## src/rtl/poll_tx.sv

```systemverilog
// poll_tx: periodic poll transmitter for the GameCube controller reader.
// Drives the 24-bit poll command plus a stop bit onto the open-drain line,
// then watches for the controller reply. It opens the reader's window with
// `ready`, reports the end of the reply, and flags a missing reply.
//
// Ports
//   PCLK        in   clock
//   PRESET      in   synchronous active-high reset
//   enable      in   level; keep polling while high
//   rumble      in   command LSB, sampled when a command starts
//   data_in     in   raw controller line (asynchronous, pulled up)
//   drive_low   out  1 = pull the line low, 0 = release
//   ready       out  reply window open for the reader
//   busy        out  transaction in progress (TX, wait, reply)
//   poll_done   out  1-cycle pulse, reply ended normally
//   timeout_err out  1-cycle pulse, no reply arrived
//   rx_edges    out  reply falling edges of the last transaction
module poll_tx #(
   parameter int unsigned CLKS_PER_US   = 100,
   parameter int unsigned GAP_CLKS      = 1000000,
   parameter int unsigned TIMEOUT_CLKS  = 2000,
   parameter int unsigned END_IDLE_BITS = 2
) (
   input  logic       PCLK,
   input  logic       PRESET,
   input  logic       enable,
   input  logic       rumble,
   input  logic       data_in,
   output logic       drive_low,
   output logic       ready,
   output logic       busy,
   output logic       poll_done,
   output logic       timeout_err,
   output logic [6:0] rx_edges
);

   localparam int unsigned BitClks = 4 * CLKS_PER_US;
   localparam int unsigned EndClks = END_IDLE_BITS * BitClks;
   localparam int unsigned MaxA    = (GAP_CLKS > TIMEOUT_CLKS) ? GAP_CLKS : TIMEOUT_CLKS;
   localparam int unsigned MaxB    = (EndClks > BitClks) ? EndClks : BitClks;
   localparam int unsigned MaxCnt  = (MaxA > MaxB) ? MaxA : MaxB;
   localparam int unsigned TW      = $clog2(MaxCnt + 1);

   localparam logic [TW-1:0] BitLast     = TW'(BitClks - 1);
   localparam logic [TW-1:0] LowOne      = TW'(CLKS_PER_US);
   localparam logic [TW-1:0] LowZero     = TW'(3 * CLKS_PER_US);
   localparam logic [TW-1:0] TimeoutLast = TW'(TIMEOUT_CLKS - 1);
   localparam logic [TW-1:0] EndLast     = TW'(EndClks - 1);
   localparam logic [TW-1:0] GapLast     = TW'(GAP_CLKS - 1);
   localparam logic [23:0]   PollCmd     = 24'h400302;
   localparam logic [4:0]    StopIdx     = 5'd24;
   localparam logic [6:0]    EdgeMax     = 7'd127;

   typedef enum logic [2:0] {StIdle, StTx, StWaitResp, StRx, StGap} state_e;

   state_e      state_q, state_d;
   logic        sync1_q, sync_cur_q, sync_prev_q;
   // Shared timer: bit phase in TX, reply wait in WAIT_RESP, idle run in RX, gap in GAP.
   logic [TW-1:0] timer_q, timer_d;
   logic [4:0]  bit_q, bit_d;
   logic [23:0] cmd_q, cmd_d;
   logic [6:0]  edges_q, edges_d;
   logic        done_q, done_d;
   logic        to_q, to_d;

   logic fall;
   logic tx_bit;
   logic start_tx;

   assign fall     = sync_prev_q & ~sync_cur_q;
   assign start_tx = (state_d == StTx) && (state_q != StTx);

   // State register and datapath registers.
   always_ff @(posedge PCLK) begin
      if (PRESET) begin
         state_q     <= StIdle;
         sync1_q     <= 1'b1;
         sync_cur_q  <= 1'b1;
         sync_prev_q <= 1'b1;
         timer_q     <= '0;
         bit_q       <= '0;
         cmd_q       <= '0;
         edges_q     <= '0;
         done_q      <= 1'b0;
         to_q        <= 1'b0;
      end else begin
         state_q     <= state_d;
         sync1_q     <= data_in;
         sync_cur_q  <= sync1_q;
         sync_prev_q <= sync_cur_q;
         timer_q     <= timer_d;
         bit_q       <= bit_d;
         cmd_q       <= cmd_d;
         edges_q     <= edges_d;
         done_q      <= done_d;
         to_q        <= to_d;
      end
   end

   // Next-state logic.
   always_comb begin
      state_d = state_q;
      case (state_q)
         StIdle: begin
            if (enable) state_d = StTx;
         end
         StTx: begin
            if ((bit_q == StopIdx) && (timer_q == BitLast)) state_d = StWaitResp;
         end
         StWaitResp: begin
            if (fall) begin
               state_d = StRx;
            end else if (timer_q == TimeoutLast) begin
               state_d = StGap;
            end
         end
         StRx: begin
            // Timer counts consecutive synced-high cycles; end of reply when it fills.
            if (sync_cur_q && (timer_q == EndLast)) state_d = StGap;
         end
         StGap: begin
            if (timer_q == GapLast) state_d = enable ? StTx : StIdle;
         end
         default: state_d = StIdle;
      endcase
   end

   // Datapath next-state.
   always_comb begin
      timer_d = timer_q + TW'(1);
      bit_d   = bit_q;
      cmd_d   = cmd_q;
      edges_d = edges_q;
      done_d  = 1'b0;
      to_d    = 1'b0;

      case (state_q)
         StIdle: begin
            timer_d = '0;
         end
         StTx: begin
            if (timer_q == BitLast) begin
               timer_d = '0;
               bit_d   = bit_q + 5'd1;
            end
         end
         StWaitResp: begin
            // The reply's first edge is counted here; the reader never sees it.
            if (fall) begin
               edges_d = 7'd1;
            end else if (state_d == StGap) begin
               to_d = 1'b1;
            end
         end
         StRx: begin
            if (fall && (edges_q != EdgeMax)) edges_d = edges_q + 7'd1;
            if (!sync_cur_q) timer_d = '0;
            if (state_d == StGap) done_d = 1'b1;
         end
         default: ;
      endcase

      if (state_d != state_q) timer_d = '0;

      if (start_tx) begin
         bit_d   = '0;
         cmd_d   = PollCmd | {23'b0, rumble};
         edges_d = '0;
      end
   end

   // Outputs.
   always_comb begin
      tx_bit      = (bit_q == StopIdx) ? 1'b1 : cmd_q[5'd23 - bit_q];
      drive_low   = 1'b0;
      if (state_q == StTx) drive_low = timer_q < (tx_bit ? LowOne : LowZero);
      ready       = (state_q == StRx);
      busy        = (state_q == StTx) || (state_q == StWaitResp) || (state_q == StRx);
      poll_done   = done_q;
      timeout_err = to_q;
      rx_edges    = edges_q;
   end

endmodule

```

## config.mk

```make
export PLATFORM = sky130hd
export DESIGN_NAME = poll_tx
export DESIGN_NICKNAME = d
export VERILOG_FILES = /design/src/rtl/poll_tx.sv
export SDC_FILE = /design/constraint.sdc
export NUM_CORES = 1
export LEC_CHECK = 0
export CAP_MARGIN = 20
export CORE_MARGIN = 1.5
export CORE_UTILIZATION = 62
export CTS_CLUSTER_SIZE = 14
export DETAILED_ROUTE_END_ITERATION = 8
export PLACE_DENSITY = 0.87
export SYNTH_ARGS = -nofsm -noshare
export SYNTH_HDL_FRONTEND = slang
export SYNTH_SLANG_ARGS = --single-unit
```

## constraint.sdc

```tcl
create_clock -name PCLK -period 5.5 [get_ports PCLK]
set_input_delay 1.1 -clock PCLK [delete_from_list [all_inputs] [get_ports PCLK]]
set_output_delay 1.1 -clock PCLK [all_outputs]
set_load 0.02 [all_outputs]
```

==> impl_results.html, run 1 <==
<table>
<tr><th>Metric</th><th>Value</th></tr>
<tr><th colspan="2">Setup path</th></tr>
<tr><td>Slowest stage cell, crit path</td><td>sky130_fd_sc_hd__clkdlybuf4s50_1</td></tr>
<tr><td>Data required time at the worst endpoint</td><td>4400 ps</td></tr>
<tr><td>Start of the worst register-to-register path</td><td>timer_q[0]$_SDFF_PP0_</td></tr>
<tr><td>Buf+Inv Stages, Crit Path</td><td>1</td></tr>
<tr><td>Endpoint type of the worst setup path</td><td>output port</td></tr>
<tr><td>Slack of the worst reg-to-reg path</td><td>3070 ps</td></tr>
<tr><td>CP max stage delay</td><td>650 ps</td></tr>
<tr><td>Crit-path most repeated cell</td><td>sky130_fd_sc_hd__nor2_1</td></tr>
<tr><td>Worst Path Max Fanout</td><td>6</td></tr>
<tr><td>Critical Path AT</td><td>3680 ps</td></tr>
<tr><td>Type of origin of the critical path</td><td>flip-flop</td></tr>
<tr><td>R2R cell count</td><td>8</td></tr>
<tr><td>Cell family with most CP delay</td><td>compound AO/OA/AOI/OAI gates</td></tr>
<tr><td>Ordered cell list for the critical path</td><td>nand2b_1 &gt; mux2i_1 &gt; nor2_1 &gt; a21oi_1 &gt; nor2_1 &gt; or3_1 &gt; ha_1 &gt; a211o_1 &gt; a311o_1 &gt; a211oi_1 &gt; clkdlybuf4s50_1</td></tr>
<tr><td>Critical path class</td><td>reg -&gt; out</td></tr>
<tr><td>Endpoint of the worst register-to-register path</td><td>timer_q[3]$_SDFF_PP0_</td></tr>
<tr><th colspan="2">GRT</th></tr>
<tr><td>Overall Global Routing Usage</td><td>0.239</td></tr>
<tr><td>Busiest grt layer</td><td>met2</td></tr>
<tr><td>M3 GR Usage</td><td>0.0679</td></tr>
<tr><td>Number of antenna violations at the first check in global routing</td><td>0</td></tr>
<tr><td>Wire length of the first global-routing pass</td><td>7560 um</td></tr>
<tr><td>Grt met2 use</td><td>0.384</td></tr>
<tr><td>Grt met1 use</td><td>0.302</td></tr>
<tr><td>Global route overflow</td><td>0</td></tr>
<tr><td>Number of global-route vias before repair</td><td>1,671</td></tr>
<tr><td>Largest net degree at the start of global routing</td><td>21</td></tr>
<tr><th colspan="2">Timing</th></tr>
<tr><td>Crit share post-route</td><td>0.869</td></tr>
<tr><td>Unrepaired setup endpoints after global routing</td><td>false</td></tr>
<tr><td>Final Setup Violations</td><td>0</td></tr>
<tr><td>Setup TNS</td><td>0 ps</td></tr>
<tr><td>Final max-slew violation count</td><td>0</td></tr>
<tr><td>Transition time at the pin with the least slew margin</td><td>583 ps</td></tr>
<tr><td>Worst hold margin</td><td>432 ps</td></tr>
<tr><td>Fmax</td><td>0.209 GHz</td></tr>
<tr><td>Min Tclk post-route</td><td>4780 ps</td></tr>
<tr><td>Final Hold Viols</td><td>0</td></tr>
<tr><td>Tightest slew margin relative to the limit</td><td>0.610</td></tr>
<tr><td>Setup clock skew after layout</td><td>11.4 ps</td></tr>
<tr><th colspan="2">Final layout</th></tr>
<tr><td>Total number of nets in the final design</td><td>280</td></tr>
<tr><td>Synth-to-layout area growth</td><td>9.81%</td></tr>
<tr><td>Share of cells above drive strength 1</td><td>0.164</td></tr>
<tr><td>Antenna Diode Count</td><td>0</td></tr>
<tr><th colspan="2">Placement</th></tr>
<tr><td>Global placement routability congestion</td><td>0.804</td></tr>
<tr><td>DP Wirelength</td><td>3210 um</td></tr>
<tr><td>Count of buffers from port buffering</td><td>16</td></tr>
<tr><th colspan="2">Power</th></tr>
<tr><td>Cell Pwr Density</td><td>199 nW/um^2</td></tr>
<tr><td>Internal power summed over all cells</td><td>0.369 mW</td></tr>
<tr><td>Power share of the combinational group</td><td>0.062</td></tr>
<tr><td>Peak VDD IR</td><td>0.153 mV</td></tr>
<tr><td>Power share of the sequential group</td><td>0.626</td></tr>
<tr><td>Lkg Pwr</td><td>0.885 nW</td></tr>
<tr><td>Share of total power consumed by net switching</td><td>0.256</td></tr>
<tr><td>Net load switching power</td><td>0.127 mW</td></tr>
<tr><td>Clock group share of total power</td><td>0.313</td></tr>
<tr><th colspan="2">Drt</th></tr>
<tr><td>Final ANT Viol Nets</td><td>0</td></tr>
<tr><td>DR vias/cell</td><td>5.86</td></tr>
<tr><td>Wire per inst</td><td>13.8 um</td></tr>
<tr><td>Drt initial violations</td><td>114</td></tr>
<tr><td>Routed wire length</td><td>4340 um</td></tr>
<tr><td>Initial DRT Pass Iterations</td><td>4</td></tr>
<tr><td>Number of DRC violations after detailed routing</td><td>0</td></tr>
<tr><td>DR vias</td><td>1,847</td></tr>
<tr><th colspan="2">Logic synthesis</th></tr>
<tr><td>Yosys warnings</td><td>0</td></tr>
<tr><td>Ranking of synthesized cells by area</td><td>sky130_fd_sc_hd__dfxtp_1 (37%), sky130_fd_sc_hd__xor2_1 (7.7%), sky130_fd_sc_hd__nor2_2 (5.2%)</td></tr>
<tr><td>Post-synth top cells</td><td>sky130_fd_sc_hd__dfxtp_1 (42), sky130_fd_sc_hd__nor2_1 (25), sky130_fd_sc_hd__xor2_1 (20)</td></tr>
<tr><td>Asr flop ratio synth</td><td>0</td></tr>
<tr><td>Total of flip-flops plus latches after synthesis</td><td>42</td></tr>
<tr><td>Combined area of all synthesized cells</td><td>2270 um^2</td></tr>
<tr><td>Net count of the mapped netlist</td><td>265</td></tr>
<tr><td>Average size of a mapped cell</td><td>8.97 um^2</td></tr>
<tr><td>Number of synthesized flops with an enable pin</td><td>0</td></tr>
<tr><td>Synthesized netlist cell count</td><td>253</td></tr>
<tr><td>Area leader, netlist</td><td>sky130_fd_sc_hd__dfxtp_1</td></tr>
<tr><td>Top-area cell type share of the netlist area</td><td>0.370</td></tr>
<tr><td>Sequential area share after synthesis</td><td>0.370</td></tr>
<tr><td>Predominant post-synthesis flop cell</td><td>sky130_fd_sc_hd__dfxtp_1</td></tr>
<tr><td>Most instantiated library cell after synthesis</td><td>sky130_fd_sc_hd__dfxtp_1</td></tr>
<tr><td>Number of distinct library cells after synthesis</td><td>51</td></tr>
<tr><th colspan="2">Hold path</th></tr>
<tr><td>Worst min-delay path class</td><td>reg -&gt; reg</td></tr>
<tr><td>Startpoint of the lowest-slack hold path</td><td>sync1_q$_SDFF_PP1_</td></tr>
<tr><td>Endpoint of the worst hold-timing path</td><td>sync_cur_q$_SDFF_PP1_</td></tr>
<tr><td>Count of cells along the worst hold path</td><td>1</td></tr>
<tr><th colspan="2">Floorplanning</th></tr>
<tr><td>Die footprint</td><td>4030 um^2</td></tr>
<tr><td>Total number of placement rows</td><td>21</td></tr>
<tr><td>Starting Density</td><td>0.664</td></tr>
<tr><td>Total core area</td><td>3420 um^2</td></tr>
<tr><td>I/O Pins</td><td>17</td></tr>
<tr><td>Die Span X</td><td>63.5 um</td></tr>
<tr><td>Die span in y</td><td>63.5 um</td></tr>
<tr><th colspan="2">Run status</th></tr>
<tr><td>Result of the run</td><td>completed</td></tr>
<tr><th colspan="2">Clock network</th></tr>
<tr><td>Root Buffer Master</td><td>sky130_fd_sc_hd__clkbuf_4</td></tr>
<tr><td>Gates resized, CTS repair</td><td>0</td></tr>
<tr><td>Number of buffers inserted for hold repair after clock tree synthesis</td><td>0</td></tr>
<tr><td>CTS Buffer Depth</td><td>2</td></tr>
<tr><td>Clock latency of the later-clocked register in the worst-skew pair</td><td>370 ps</td></tr>
<tr><td>Post-CTS repair timing setup buffer count</td><td>0</td></tr>
<tr><td>Inserted Clock Buffers</td><td>5</td></tr>
<tr><td>Clk slew on worst S/H paths</td><td>120 ps</td></tr>
<tr><td>CTS tree</td><td>yes</td></tr>
<tr><td>Htree depth</td><td>2</td></tr>
<tr><td>CTS sink cnt</td><td>42</td></tr>
<tr><th colspan="2">Flow run</th></tr>
<tr><td>Reported max-cap violation count</td><td>0</td></tr>
</table>
==> power by group through the flow <==
stage / clock, mW / combinational (mW) / sequential (mW)
after floorplan: 0 / 0.0222 / 0.316
after global placement: 0 / 0.0298 / 0.317
after detailed placement: 0 / 0.0305 / 0.317
after CTS: 0.161 / 0.0307 / 0.310
after global routing: 0.173 / 0.0336 / 0.311
final: 0.155 / 0.0307 / 0.310
==> layer usage <==
| layer | vias up | part of all wire |
|---|---|---|
| li1 | 911 | - |
| met1 | 889 | 0.48 |
| met2 | 37 | 0.46 |
| met3 | 10 | 0.043 |
| met4 | 0 | 0.017 |
| met5 | - | 0 |
==> sequential cells by signal, indices dropped and copies added (netlist names) <==
| register | flops |
|---|---|
| timer_q | 20 |
| rx_edges | 7 |
| bit_q | 5 |
| state_q | 3 |
| cmd_q | 2 |
| poll_done | 1 |
| sync1_q | 1 |
| sync_cur_q | 1 |
| sync_prev_q | 1 |
| timeout_err | 1 |
==> how the worst max path moves through the flow <==
stage | from | cells past startpoint | endpoint | slack (ps)
3_3_place_gp | bit_q[3]$_SDFFE_PP0P_ | 11 | drive_low | 1270
5_1_grt | bit_q[3]$_SDFFE_PP0P_ | 11 | drive_low | 420
3_5_place_dp | bit_q[3]$_SDFFE_PP0P_ | 11 | drive_low | 1130
2_1_floorplan | bit_q[3]$_SDFFE_PP0P_ | 10 | drive_low | 1620
6_report | bit_q[3]$_SDFFE_PP0P_ | 11 | drive_low | 720
4_1_cts | bit_q[3]$_SDFFE_PP0P_ | 11 | drive_low | 670
==> cell type report <==
| class | instances | area, um^2 |
|---|---|---|
| Multi-Input combinational cell | 193 | 1330 |
| Fill cell | 276 | 923 |
| Sequential cell | 42 | 841 |
| Clock inverter | 3 | 21.3 |
| Inverter | 9 | 33.8 |
| Tap cell | 46 | 57.6 |
| Timing Repair Buffer | 17 | 168 |
| Clock buffer | 5 | 37.5 |
==> per-stage QoR <==
step | std cells | cell area, um^2 | power, mW | worst slack (ps) | utilization
after global routing | 315 | 2490 | 0.518 | 422 | 0.730
after global placement | 307 | 2430 | 0.347 | 1270 | 0.712
final | 315 | 2490 | 0.496 | 722 | 0.730
after CTS | 315 | 2490 | 0.502 | 673 | 0.730
after floorplan | 253 | 2270 | 0.338 | 1620 | -
after detailed placement | 307 | 2430 | 0.348 | 1130 | 0.712
==> worst reg2reg max path: stages (launching register included) <==
cell and delay (ps):
sky130_fd_sc_hd__dfxtp_1 430, sky130_fd_sc_hd__ha_1 400, sky130_fd_sc_hd__nand3_1 170, sky130_fd_sc_hd__or3_1 390
sky130_fd_sc_hd__nor3_2 150, sky130_fd_sc_hd__nor3_1 100, sky130_fd_sc_hd__o31ai_4 260, sky130_fd_sc_hd__buf_4 350
sky130_fd_sc_hd__nor2_2 80
==> cells in the final DEF (no fill, tap or decap), types with 2 or more instances in the layout <==
cell type                         count
sky130_fd_sc_hd__and3_1               6
sky130_fd_sc_hd__xnor2_1              5
sky130_fd_sc_hd__ha_1                 7
sky130_fd_sc_hd__and4b_1              2
sky130_fd_sc_hd__o31ai_4              2
sky130_fd_sc_hd__nor4_4               2
sky130_fd_sc_hd__mux2i_1              3
sky130_fd_sc_hd__or3_1                3
sky130_fd_sc_hd__nand3_1              9
sky130_fd_sc_hd__a21oi_1              8
sky130_fd_sc_hd__clkdlybuf4s50_1     16
sky130_fd_sc_hd__and4_1               2
sky130_fd_sc_hd__nor3_1               6
sky130_fd_sc_hd__nor2b_1              2
sky130_fd_sc_hd__nor4_1               2
sky130_fd_sc_hd__dfxtp_1             42
sky130_fd_sc_hd__or2_2                4
sky130_fd_sc_hd__nand4_1             12
sky130_fd_sc_hd__clkbuf_4             5
sky130_fd_sc_hd__inv_1                9
sky130_fd_sc_hd__a31oi_1              2
sky130_fd_sc_hd__o21ai_0              6
sky130_fd_sc_hd__xor2_1              20
sky130_fd_sc_hd__nor2_1              25
sky130_fd_sc_hd__nand2_1             17
sky130_fd_sc_hd__nor2_2              19
sky130_fd_sc_hd__nand2b_1             7
==> cell families (layout without fill, tap and decap cells) <==
kind of cell	after synthesis	after routing	synth area share
AND/OR/NAND/NOR	131	131	0.346
adder cells (fa/ha/maj)	7	7	0.0386
XOR/XNOR	25	25	0.0965
multiplexers	3	3	0.0132
flip-flops	42	42	0.370
AO/OA/AOI/OAI	27	27	0.0932
buffers and inverters	18	34	0.0419
(Power assumes the default switching activity.)
==> inputs of run 2 (changes only) <==
CORE_UTILIZATION = 65   (was 62)
DONT_BUFFER_PORTS = 1   (was default)
PLACE_DENSITY = 0.84   (was 0.87)
==> run 2 against run 1 <==
Total power is 5.8% higher. Global-route usage decreased by 1.0 points. Critical path depth shrank 1. Sequential share of layout area is 2.0 points higher. Clock skew down 7.3 ps. Maximum frequency up 7.1%. Sequential cell count stayed put. Die area shrank 4.4%. Largest power group unchanged.
==> impl_results.html, run 2 (synthesis gave the netlist of run 1 again) <==
<table>
<tr><th>Metric</th><th>Value</th></tr>
<tr><th colspan="2">Final layout</th></tr>
<tr><td>Total number of nets in the final design</td><td>264</td></tr>
<tr><td>Number of flip-flops under the largest register name</td><td>20</td></tr>
<tr><td>Share of cells above drive strength 1</td><td>0.174</td></tr>
<tr><td>Most common cell after layout, fill and taps aside</td><td>sky130_fd_sc_hd__dfxtp_1</td></tr>
<tr><td>Count of non-filler cells in the finished layout</td><td>299</td></tr>
<tr><td>Top reg by flops</td><td>timer_q</td></tr>
<tr><td>Number of fill cells</td><td>266</td></tr>
<tr><td>Total area of multi-input combinational cells</td><td>1330 um^2</td></tr>
<tr><td>Post-route cell area</td><td>2350 um^2</td></tr>
<tr><td>Antenna Diode Count</td><td>0</td></tr>
<tr><td>Flip-flop and latch area</td><td>841 um^2</td></tr>
<tr><td>Synth-to-layout area growth</td><td>3.58%</td></tr>
<tr><td>Top library cells by usage in the layout, fill and taps aside</td><td>sky130_fd_sc_hd__dfxtp_1 (42), sky130_fd_sc_hd__nor2_1 (25), sky130_fd_sc_hd__xor2_1 (20)</td></tr>
<tr><th colspan="2">Power</th></tr>
<tr><td>Cell Pwr Density</td><td>223 nW/um^2</td></tr>
<tr><td>Power share of the sequential group</td><td>0.591</td></tr>
<tr><td>Overall power after layout</td><td>0.525 mW</td></tr>
<tr><td>Internal power summed over all cells</td><td>0.410 mW</td></tr>
<tr><td>Peak VDD IR</td><td>0.105 mV</td></tr>
<tr><td>Net load switching power</td><td>0.115 mW</td></tr>
<tr><td>Power share of the combinational group</td><td>0.046</td></tr>
<tr><td>Lkg Pwr</td><td>0.842 nW</td></tr>
<tr><td>Share of total power consumed by net switching</td><td>0.220</td></tr>
<tr><td>Clock group share of total power</td><td>0.363</td></tr>
<tr><th colspan="2">Setup path</th></tr>
<tr><td>Critical Path AT</td><td>3360 ps</td></tr>
<tr><td>Worst Path Max Fanout</td><td>6</td></tr>
<tr><td>CP max stage delay</td><td>620 ps</td></tr>
<tr><td>Cell family with most CP delay</td><td>compound AO/OA/AOI/OAI gates</td></tr>
<tr><td>Critical path class</td><td>reg -&gt; out</td></tr>
<tr><td>Endpoint type of the worst setup path</td><td>output port</td></tr>
<tr><td>Slowest stage cell, crit path</td><td>sky130_fd_sc_hd__a211oi_1</td></tr>
<tr><td>Type of origin of the critical path</td><td>flip-flop</td></tr>
<tr><td>Buf+Inv Stages, Crit Path</td><td>0</td></tr>
<tr><td>Data required time at the worst endpoint</td><td>4400 ps</td></tr>
<tr><td>Ordered cell list for the critical path</td><td>nand2b_1 &gt; mux2i_1 &gt; nor2_1 &gt; a21oi_1 &gt; nor2_1 &gt; or3_1 &gt; ha_1 &gt; a211o_1 &gt; a311o_1 &gt; a211oi_1</td></tr>
<tr><td>Crit-path most repeated cell</td><td>sky130_fd_sc_hd__nor2_1</td></tr>
<tr><th colspan="2">Clock network</th></tr>
<tr><td>Number of buffers inserted for hold repair after clock tree synthesis</td><td>0</td></tr>
<tr><td>Clk slew on worst S/H paths</td><td>120 ps</td></tr>
<tr><td>Root Buffer Master</td><td>sky130_fd_sc_hd__clkbuf_4</td></tr>
<tr><td>Htree depth</td><td>2</td></tr>
<tr><td>CTS tree</td><td>yes</td></tr>
<tr><td>CTS sink cnt</td><td>42</td></tr>
<tr><td>Post-CTS repair timing setup buffer count</td><td>0</td></tr>
<tr><td>CTS Buffer Depth</td><td>2</td></tr>
<tr><td>Clock latency of the later-clocked register in the worst-skew pair</td><td>340 ps</td></tr>
<tr><td>Inserted Clock Buffers</td><td>5</td></tr>
<tr><td>Gates resized, CTS repair</td><td>0</td></tr>
<tr><th colspan="2">Placement</th></tr>
<tr><td>Area of placed instances</td><td>2270 um^2</td></tr>
<tr><td>DP Wirelength</td><td>3060 um</td></tr>
<tr><td>Count of buffers from port buffering</td><td>0</td></tr>
<tr><td>Global placement routability congestion</td><td>0.811</td></tr>
<tr><td>Post-placement cell count</td><td>291</td></tr>
<tr><th colspan="2">Drt</th></tr>
<tr><td>Wire per inst</td><td>13.9 um</td></tr>
<tr><td>DR vias</td><td>1,718</td></tr>
<tr><td>Initial DRT Pass Iterations</td><td>4</td></tr>
<tr><td>Number of DRC violations after detailed routing</td><td>0</td></tr>
<tr><td>Routed wire length</td><td>4160 um</td></tr>
<tr><td>Final ANT Viol Nets</td><td>0</td></tr>
<tr><td>Drt initial violations</td><td>112</td></tr>
<tr><td>DR vias/cell</td><td>5.75</td></tr>
<tr><th colspan="2">Flow run</th></tr>
<tr><td>Reported max-cap violation count</td><td>0</td></tr>
<tr><th colspan="2">Timing</th></tr>
<tr><td>Tightest slew margin relative to the limit</td><td>0.533</td></tr>
<tr><td>Setup TNS</td><td>0 ps</td></tr>
<tr><td>Final Setup Violations</td><td>0</td></tr>
<tr><td>Transition time at the pin with the least slew margin</td><td>697 ps</td></tr>
<tr><td>Final max-slew violation count</td><td>0</td></tr>
<tr><td>Min Tclk post-route</td><td>4460 ps</td></tr>
<tr><td>Crit share post-route</td><td>0.811</td></tr>
<tr><td>Final Hold Viols</td><td>0</td></tr>
<tr><td>Unrepaired setup endpoints after global routing</td><td>false</td></tr>
<tr><td>Fmax</td><td>0.224 GHz</td></tr>
<tr><td>Setup clock skew after layout</td><td>4.07 ps</td></tr>
<tr><th colspan="2">Hold path</th></tr>
<tr><td>Worst min-delay path class</td><td>reg -&gt; reg</td></tr>
<tr><th colspan="2">GRT</th></tr>
<tr><td>Global route overflow</td><td>0</td></tr>
<tr><td>Overall Global Routing Usage</td><td>0.229</td></tr>
<tr><td>Number of antenna violations at the first check in global routing</td><td>0</td></tr>
<tr><td>Number of global-route vias before repair</td><td>1,548</td></tr>
<tr><td>Largest net degree at the start of global routing</td><td>21</td></tr>
<tr><td>Wire length of the first global-routing pass</td><td>6570 um</td></tr>
<tr><th colspan="2">Floorplanning</th></tr>
<tr><td>Starting Density</td><td>0.680</td></tr>
<tr><td>Die Span X</td><td>62.1 um</td></tr>
<tr><td>Total number of placement rows</td><td>21</td></tr>
<tr><td>Total core area</td><td>3340 um^2</td></tr>
<tr><td>Die span in y</td><td>62.1 um</td></tr>
<tr><td>I/O Pins</td><td>17</td></tr>
<tr><td>Die footprint</td><td>3860 um^2</td></tr>
<tr><th colspan="2">Run status</th></tr>
<tr><td>Result of the run</td><td>completed</td></tr>
</table>
run 2: cell count changes in the layout (fill, tap and decap cells not counted), sizes merged:
| cell | before | now |
|---|---|---|
| bufinv | 0 | 1 |
| clkdlybuf4s50 | 16 | 0 |
| clkinvlp | 1 | 0 |
run 2: stage by stage:
| stage | setup WS, ps | hold slack, ps | util |
|---|---|---|---|
| CTS | 1050 | 429 | 0.705 |
| global route | 801 | 447 | 0.705 |
| detailed placement | 1470 | 397 | 0.681 |
| finish | 1040 | 426 | 0.705 |
| floorplan | 1620 | 389 | - |
| global placement | 1510 | 394 | 0.681 |
run 2: layout make-up:
class                   count  share of cell area
repair buffers              1             0.00319
multi-input cells         193               0.567
inverters                   9              0.0144
clock buffers               5              0.0160
flip-flops and latches     42               0.358
clock inverters             3              0.0170
well taps                  46              0.0245
run 2: routing by layer:
metal / wire length, um / track usage / up-vias
met5: 0 / 0 / -
met4: 18 / 0.0669 / 0
met3: 139 / 0.0559 / 2
met2: 2000 / 0.368 / 25
met1: 2000 / 0.304 / 819
li1: - / - / 872
run 2: worst reg2reg max path: stages (launching register included):
cell	delay (ps)
sky130_fd_sc_hd__dfxtp_1	430
sky130_fd_sc_hd__ha_1	400
sky130_fd_sc_hd__nand3_1	170
sky130_fd_sc_hd__or3_1	390
sky130_fd_sc_hd__nor3_2	160
sky130_fd_sc_hd__nor3_1	100
sky130_fd_sc_hd__o31ai_4	250
sky130_fd_sc_hd__buf_4	340
sky130_fd_sc_hd__nor2_2	90
run 2: final timing paths:
check | start | endpoint | slack (ps) | depth (start not counted)
hold / removal | sync1_q$_SDFF_PP1_ | sync_cur_q$_SDFF_PP1_ | 430 | 1
setup reg to reg | timer_q[0]$_SDFF_PP0_ | timer_q[3]$_SDFF_PP0_ | 3080 | 8
setup / recovery | bit_q[3]$_SDFFE_PP0P_ | drive_low | 1040 | 10
hold reg to reg | sync1_q$_SDFF_PP1_ | sync_cur_q$_SDFF_PP1_ | 430 | 1
run 2: power groups by stage:
| stage | Sequential [mW] | Combinational [mW] | Clock, mW |
|---|---|---|---|
| after detailed placement | 0.317 | 0.0242 | 0 |
| after floorplan | 0.316 | 0.0222 | 0 |
| after global routing | 0.311 | 0.0266 | 0.204 |
| after CTS | 0.310 | 0.0243 | 0.195 |
| after global placement | 0.317 | 0.0237 | 0 |
| final | 0.310 | 0.0241 | 0.191 |
